File: src/rtl/gray_updn_cntr_if.sv
// -----------------------------------------------------------------------------
// gray_updn_cntr_if
//
// Groups the control and status signals of the up/down Gray counter.
// Clock and reset are not part of the bundle; they remain plain ports on the
// counter.
//
//   cen        : count enable, active high                 (master -> slave)
//   up_dn      : direction, 1 = up, 0 = down                 (master -> slave)
//   load       : synchronous load, active high               (master -> slave)
//   data       : Gray-coded value to load                    (master -> slave)
//   count      : registered Gray-coded count                 (slave -> master)
//   bin_out    : registered binary equivalent of count       (slave -> master)
//   tercnt     : terminal-count flag for current direction   (slave -> master)
//   decode_out : one-hot decode of bin_out                   (slave -> master)
//
// The counter instance is the slave; whoever steers it is the master.
// -----------------------------------------------------------------------------
interface gray_updn_cntr_if #(
   parameter int width = 8
);

   logic                    cen;
   logic                    up_dn;
   logic                    load;
   logic [width-1:0]        data;
   logic [width-1:0]        count;
   logic [width-1:0]        bin_out;
   logic                    tercnt;
   logic [(2**width)-1:0]   decode_out;

   modport master (
      output cen,
      output up_dn,
      output load,
      output data,
      input  count,
      input  bin_out,
      input  tercnt,
      input  decode_out
   );

   modport slave (
      input  cen,
      input  up_dn,
      input  load,
      input  data,
      output count,
      output bin_out,
      output tercnt,
      output decode_out
   );

endinterface : gray_updn_cntr_if

File: src/rtl/gray_updn_cntr.sv
// -----------------------------------------------------------------------------
// gray_updn_cntr
//
// Parameterised up/down Gray-code counter with synchronous load, count enable,
// terminal-count flag, registered binary shadow and an optional one-hot decode
// of the binary position. Intended for bidirectional or preloadable Gray
// pointers (async FIFO pointers, position sequencers, encoder emulation).
//
// Parameters:
//   width     : counter width in bits, 1..16
//   DECODE_EN : 1 = decode_out active, 0 = decode_out held at all zeros
//
// Ports:
//   clk   : rising-edge clock
//   reset : asynchronous active-low reset
//   bus   : gray_updn_cntr_if.slave
//             in : cen, up_dn, load, data
//             out: count, bin_out, tercnt, decode_out
//
// Per-edge priority: load, then enabled count (up or down), then hold.
// The single state variable is the binary position b_q. The Gray output is
// kept in its own register, loaded with the Gray form of the next binary
// value, so count is glitch-free and changes in exactly one bit per step.
// tercnt and decode_out are combinational from b_q and therefore move in the
// same cycle as count.
// -----------------------------------------------------------------------------
module gray_updn_cntr #(
   parameter int width     = 8,
   parameter int DECODE_EN = 1
) (
   input  logic           clk,
   input  logic           reset,
   gray_updn_cntr_if.slave bus
);

   localparam logic [width-1:0] ONE     = width'(1);
   localparam logic [width-1:0] ALL_ONE = '1;

   // ---------------------------------------------------------------------------
   // Code conversions
   // ---------------------------------------------------------------------------

   // Binary to Gray: adjacent binary values differ in exactly one Gray bit,
   // including the wrap between all-ones and zero.
   function automatic logic [width-1:0] bin2gray(input logic [width-1:0] b);
      return b ^ (b >> 1);
   endfunction

   // Gray to binary: each binary bit is the XOR of all Gray bits at or above it,
   // built MSB-first as a running XOR.
   function automatic logic [width-1:0] gray2bin(input logic [width-1:0] g);
      logic [width-1:0] r;
      r[width-1] = g[width-1];
      for (int i = width - 2; i >= 0; i--) begin
         r[i] = r[i+1] ^ g[i];
      end
      return r;
   endfunction

   // ---------------------------------------------------------------------------
   // State
   // ---------------------------------------------------------------------------
   logic [width-1:0]      b_q;       // binary position
   logic [width-1:0]      b_d;
   logic [width-1:0]      count_q;   // registered Gray form of b_q
   logic [(2**width)-1:0] decode_d;
   logic                  tercnt_d;

   // Next binary position. Load overrides the enable; wrap in both directions
   // falls out of modulo-2**width arithmetic, so there is no saturation.
   // NOTE: b_d gets its hold value first, so every path assigns it and no latch
   // is inferred.
   always_comb begin
      b_d = b_q;
      if (bus.load) begin
         b_d = gray2bin(bus.data);
      end else if (bus.cen) begin
         if (bus.up_dn) begin
            b_d = b_q + ONE;
         end else begin
            b_d = b_q - ONE;
         end
      end
   end

   // On load, bin2gray(gray2bin(data)) equals data, so count takes the loaded
   // Gray value directly without a separate path.
   // NOTE: state registers use non-blocking assignments so every register
   // samples the pre-edge values, and both are cleared by the async reset so
   // no output depends on power-up contents.
   always_ff @(posedge clk or negedge reset) begin
      if (!reset) begin
         b_q     <= '0;
         count_q <= '0;
      end else begin
         b_q     <= b_d;
         count_q <= bin2gray(b_d);
      end
   end

   // ---------------------------------------------------------------------------
   // Status outputs
   // ---------------------------------------------------------------------------

   // Terminal count refers to the boundary the counter would wrap across next
   // in the currently selected direction; independent of cen and load.
   always_comb begin
      tercnt_d = 1'b0;
      if (bus.up_dn) begin
         tercnt_d = (b_q == ALL_ONE);
      end else begin
         tercnt_d = (b_q == '0);
      end
   end

   // One-hot of the binary position, or all zeros when the decoder is disabled.
   always_comb begin
      decode_d = '0;
      if (DECODE_EN != 0) begin
         decode_d[b_q] = 1'b1;
      end
   end

   assign bus.count      = count_q;
   assign bus.bin_out    = b_q;
   assign bus.tercnt     = tercnt_d;
   assign bus.decode_out = decode_d;

endmodule : gray_updn_cntr

File: src/flat_wrapper.sv
// flat-port wrapper written by rule: the top's interface ports become plain ports
module gray_updn_cntr_flat 
#(
   parameter int width     = 8,
   parameter int DECODE_EN = 1
)
  (clk, reset, bus_cen, bus_up_dn, bus_load, bus_data, bus_count, bus_bin_out, bus_tercnt, bus_decode_out);
  gray_updn_cntr_if #(.width(width)) bus_i ();
  input  logic clk;
  input  logic reset;
  input wire logic [$bits(bus_i.cen)-1:0] bus_cen;
  input wire logic [$bits(bus_i.up_dn)-1:0] bus_up_dn;
  input wire logic [$bits(bus_i.load)-1:0] bus_load;
  input wire logic [$bits(bus_i.data)-1:0] bus_data;
  output wire logic [$bits(bus_i.count)-1:0] bus_count;
  output wire logic [$bits(bus_i.bin_out)-1:0] bus_bin_out;
  output wire logic [$bits(bus_i.tercnt)-1:0] bus_tercnt;
  output wire logic [$bits(bus_i.decode_out)-1:0] bus_decode_out;
  assign bus_i.cen = bus_cen;
  assign bus_i.up_dn = bus_up_dn;
  assign bus_i.load = bus_load;
  assign bus_i.data = bus_data;
  assign bus_count = bus_i.count;
  assign bus_bin_out = bus_i.bin_out;
  assign bus_tercnt = bus_i.tercnt;
  assign bus_decode_out = bus_i.decode_out;
  gray_updn_cntr #(.width(width), .DECODE_EN(DECODE_EN)) u_core (.clk(clk), .reset(reset), .bus(bus_i));
endmodule
File: config.mk
export PLATFORM = sky130hd
export DESIGN_NAME = gray_updn_cntr_flat
export DESIGN_NICKNAME = d
export VERILOG_FILES = /design/src/rtl/gray_updn_cntr_if.sv /design/src/rtl/gray_updn_cntr.sv /design/src/flat_wrapper.sv
export SDC_FILE = /design/constraint.sdc
export NUM_CORES = 1
export LEC_CHECK = 0
export CAP_MARGIN = 10
export CORE_AREA = 3 3 110 112
export CTS_CLUSTER_DIAMETER = 100
export DETAILED_ROUTE_END_ITERATION = 10
export DIE_AREA = 0 0 113 115
export DONT_BUFFER_PORTS = 1
export PLACE_DENSITY_LB_ADDON = 0.1
export SLEW_MARGIN = 20
export SYNTH_ARGS = -nofsm -noshare
export SYNTH_HDL_FRONTEND = slang
export SYNTH_SLANG_ARGS = --single-unit
File: constraint.sdc
create_clock -name clk -period 2.8 [get_ports clk]
set_input_delay 0.28 -clock clk [delete_from_list [all_inputs] [get_ports clk]]
set_output_delay 0.28 -clock clk [all_outputs]
set_load 0.005 [all_outputs]
==> Word-level counts from Yosys, hierarchy flattened <==
Index checks and enable logic that the tools add are counted.
W data, S select, Z words.
{ "totals": {"ff_bits": 16, "inputBits": 13} }
{ "classes": {"n_addsub": 2, "magnitude_cmp": 2, "eq_ne": 1, "muxes": 6, "bitwise": 8, "reduce_logical": 2} }
{ "op_table": {"columns": ["op", "count"], "rows": [
  ["$mux W8", 3],
  ["$lt A8 B9 Y1 const B", 1],
  ["$add A8 B1 Y8 const B", 1],
  ["$demux W1 S8", 1],
  ["$eq A8 B8 Y1 const B", 1],
  ["$ge A8 B1 Y1 const B", 1],
  ["$logic_not A8 Y1", 1],
  ["$sub A8 B1 Y8 const B", 1],
  ["$xor A8 B7 Y8", 1],
  ["$xor A1 B1 Y1", 7],
  ["$mux W1", 2],
  ["$logic_and A1 B1 Y1", 1]
]} }

==> Depth between registers and ports, before layout <==
{ "depth": {"ltp_word": 9, "mapped_depth": 9, "ltp_nobuf": 8} }

==> Least setup slack after synthesis <==
No wires, ideal clock.
{ "synth_timing": {"kind": "register to register", "start": "reg u_core.b_q[1], in the netlist u_core.bus.bin_out[1]", "end": "reg u_core.count_q[4], in the netlist u_core.bus.count[4]", "arrival_ps": 2102, "t_required_ps": 2657, "slack_ps": 555, "stages_incl_launch_ff": 10, "synth_period_minus_slack_ps": 2245, "cell_sequence": "dfrtp_1 > clkbuf_1 > inv_1 > fa_1 > nor2b_4 > o31a_1 > a21oi_1 > mux2_2 > o21ai_0 > xor2_1"} }
{ "synth_via": {"elab_chain_cells": 5, "elab_cells_between_ends": 6} }
{ "synth_rtl": {"columns": ["item", "line", "text"], "rows": [
  ["from (decl)", "gray_updn_cntr.sv:63", "logic [width-1:0] b_q;"],
  ["from (signal assigned)", "gray_updn_cntr.sv:93", "b_q <= '0;"],
  ["from (signal assigned)", "gray_updn_cntr.sv:96", "b_q <= b_d;"],
  ["$sub A8 B1 Y8 or $add A8 B1 Y8 (tied branches)", "gray_updn_cntr.sv:81, gray_updn_cntr.sv:79", null],
  ["$mux W8 *", "gray_updn_cntr.sv:78", "if (bus.up_dn) begin"],
  ["$mux W8 *", "gray_updn_cntr.sv:77", "end else if (bus.cen) begin"],
  ["$mux W8 *", "gray_updn_cntr.sv:75", "if (bus.load) begin"],
  ["$xor A8 B7 Y8 *", "gray_updn_cntr.sv:46", "return b ^ (b >> 1);"],
  ["to (signal assigned)", "gray_updn_cntr.sv:97", "count_q <= bin2gray(b_d);"],
  ["to (decl)", "gray_updn_cntr.sv:65", "logic [width-1:0] count_q;"]
]} }
Every way passes the cells marked *; elsewhere a longest branch is shown, timed or not.

==> Final worst setup path <==
{ "layout_timing": {"start": "reg u_core.b_q[6], in the netlist u_core.bus.bin_out[6]", "end": "out bus_decode_out[126]"} }
{ "layout_via": {"elab_chain_cells": 4, "elab_cells_between_ends": 5} }
{ "layout_rtl": {"columns": ["item", "line", "text"], "rows": [
  ["$lt A8 B9 Y1 (implied by the code) or $ge A8 B1 Y1 (tied branches)", "gray_updn_cntr.sv:120", "decode_d[b_q] = 1'b1;"],
  ["$logic_and A1 B1 Y1 (implied by the code)", "gray_updn_cntr.sv:120", null],
  ["$mux W1 (implied by the code)", "gray_updn_cntr.sv:120", null],
  ["$demux W1 S8 *", null, null],
  ["to (decl)", "flat_wrapper.sv:18", "output wire logic [$bits(bus_i.decode_out)-1:0] bus_decode_out;"]
]} }
Marked as above.

==> impl_results.md <==
- Status: finished, final reports clean
- Core Region: 11,300 µm²
- Utilization of the core after routing: a little under a quarter
- R2R cell count: 7
- Largest net degree at the start of global routing: 25
- Setup TNS: 0 ps
- DRC errors left: 0
- Iteration-0 DRC Markers: 268
- Post-Layout Cell Count: 568
- Worst-Margin Slew: ~860 ps
- Initial Util: 21.1%
- Gpl congestion: 0.822
- Detailed-route wire length: approximately 13,000 µm
- Worst path arrival time: 2160 ps
- Synth top area cells: nor2_1 (42%), dfrtp_1 (16%), clkbuf_1 (5.5%), nand2_1 (4.6%), ha_1 (3.1%)
- Yosys cell types: 41
- Clock Tree Buf Depth: 2
- Port Buffers: 0
- Synth top cells by count: nor2_1 (268), clkbuf_1 (35), nand2_1 (29)
- Post-synthesis sequential area ratio: 15.7%
- Die area: around 13,000 µm²
- Clk sink count: 15
- Average vias per placed instance: 5.32
- Slew Viols, Final: 0
- Endpoint class of the critical path: primary output
- Peak per-stage delay on the critical path: 650 ps
- Final hold viol count: 0
- Final Cycle Share: 87.3%
- Detailed Routing Iterations Pass 1: 5
- Fill cells: 1,322
- Area Growth Syn to Fin: 8.69%
- Max VDD drop: 0.313 mV
- Total CTS buffers: 3
- Fin crit period: 2440 ps
- Share of cells above drive strength 1: 6.59%
- Final setup fails: 0
- Die height: approximately 120 µm
- Power Dens Cells: 713 nW/µm²
- Grt ovf: 0
- CP cell instances: nor2b_1 > nand3_1 > nor2_1
- Post-synth EDFFs: 0
- Worst Setup Start Kind: flip-flop
- RSZ-0062 raised after global routing: false
- Leak pwr: 0.815 nW
- Final clock skew: 3.83 ps
- CP Max Fanout: 16
- Synth Instances: between 400 and 500
- Clock latency on the worst-skew pair: 250 ps
- Cell area after synthesis: 2390 µm²
- Clock root cell: clkbuf_16
- Post-synth top area share: 42.1%
- Syn_nets: ~470
- Initial antenna violation count: 0
- Vias: 3,019
- Total power: 1.85 mW
- Req. time, crit path: 2520 ps
- Register bit count reported by yosys: 15
- Layout Nets: about 450
- Vias in the first global route: between 2k and 2.5k
- Hold path cells: 1
- Cells after DPL: 563
- Synth Warn #: 0
- HPWL Detailed: approximately 10000 µm
- Core Rows: 39
- CTS tree: done
- Worst slew margin: between 40% and 50%
- Async set-reset flop share out of synthesis: 100%
- CTS HTree Levels: 1
- Post-CTS sizing: 0
- Max-cap violation count: 0
- Post-CTS Hold Buffers: 1
- HP Class: primary input to flip-flop
- First-pass GRT wire length: 17,400 µm
- Die X: roughly 110 µm
- IO Count: between 200 and 300
- Most frequent cell after synthesis: nor2_1
- Yosys top cell by area: nor2_1
- Setup Buffers After CTS: 0
- Max Freq: 0.409 GHz
- Clock-pin slew on the worst setup and hold paths: 50 ps
- Commonest register cell after synthesis: dfrtp_1
- Slowest cell on the critical path: nand3_1
- Antenna fix cells: 0
- Wire per inst: ~24 µm
- Syn_area_per_cell: 5.36 µm²
- Post-route ant nets: 0
- GRT Total Usage: 18.0%
- Critical path type: flip-flop to primary output
==> layer usage <==
metal / share of wire (%) / vias up / track usage, %
li1: - / 1327 / -
met1: 43 / 1462 / 23.7
met2: 49 / 220 / 31.2
met3: 7.8 / 10 / 3.32
met4: 0.87 / 0 / 2.64
met5: 0 / - / 0
==> critical path, delay by kind of cell (launching register included) <==
kind             cells  cell delay [ps]
flip-flops           1              570
AND/OR/NAND/NOR      3             1340
==> layout by cell type, fill, tap and decap left out, drive strengths merged <==
master       instances
nor4b                1
or2                  1
xnor3                1
clkbuf               3
ha                   6
nor3b                1
o21a                 3
fa                   1
dlygate4sd3          1
a41oi                1
inv                  6
nor2               268
a21oi                2
clkinv               1
nand3               13
nand2b               2
o21ai               14
mux2                 2
a21o                 2
o31a                 1
dfrtp               15
nand4                2
nand2               29
nor3                 1
a211oi               2
o22ai                1
o21bai               1
buf                 14
nor2b                7
a31o                 1
xnor2                9
xor2                 9
mux2i                2
a221oi               1
or3                  1
==> cell type report <==
type                    count  area [µm²]  area share, %
clock inverters             1        5.00          0.193
inverters                   6        22.5          0.867
clock buffers               3        75.1           2.89
repair buffers             15         115           4.43
flip-flops and latches     15         375           14.4
multi-input cells         385        1830           70.3
well taps                 143         179           6.88
==> cell families after synthesis <==
| family | after synthesis | share of synthesized area [%] |
|---|---|---|
| DFF | 15 | 15.7 |
| buffers and inverters | 46 | 7.90 |
| xor gates and xnor gates | 19 | 8.22 |
| and+or+nand+nor | 326 | 54.0 |
| AOI/OAI and AO/OA | 29 | 8.48 |
| adders and majority gates | 7 | 3.98 |
| muxes | 4 | 1.78 |
==> worst paths after layout <==
kind,from,endpoint,slack (ps)
min,bus_load,u_core.bus.bin_out[0],120
max reg2reg,u_core.bus.bin_out[3],u_core.bus.count[6],560
min reg2reg,u_core.bus.bin_out[0],u_core.bus.bin_out[0],800
min in group asynchronous,reset,u_core.bus.count[0],530
max,u_core.bus.bin_out[6],bus_decode_out[126],360
max in group asynchronous,reset,u_core.bus.bin_out[7],1810
==> per-stage QoR <==
| stage | setup slack [ps] | hold slack (ps) | instance area [µm²] |
|---|---|---|---|
| 2_1_floorplan | 555 | -15.6 | 2390 |
| 6_report | 356 | 119 | 2600 |
| 3_3_place_gp | 586 | -15.0 | 2510 |
| 3_5_place_dp | 571 | -15.0 | 2510 |
| 4_1_cts | 376 | 105 | 2600 |
| 5_1_grt | 263 | 103 | 2600 |
==> flip-flops by register name (all words and copies together), names as in the netlist <==
signal,cells
u_core.bus.bin_out,8
u_core.bus.count,7
==> where the power goes <==
group	leakage (nW)	internal, mW	switching [mW]
sequential	0.177	0.300	0.103
combinational	0.598	0.329	0.835
clock	0.0409	0.191	0.0965
(Power assumes the default switching activity.)
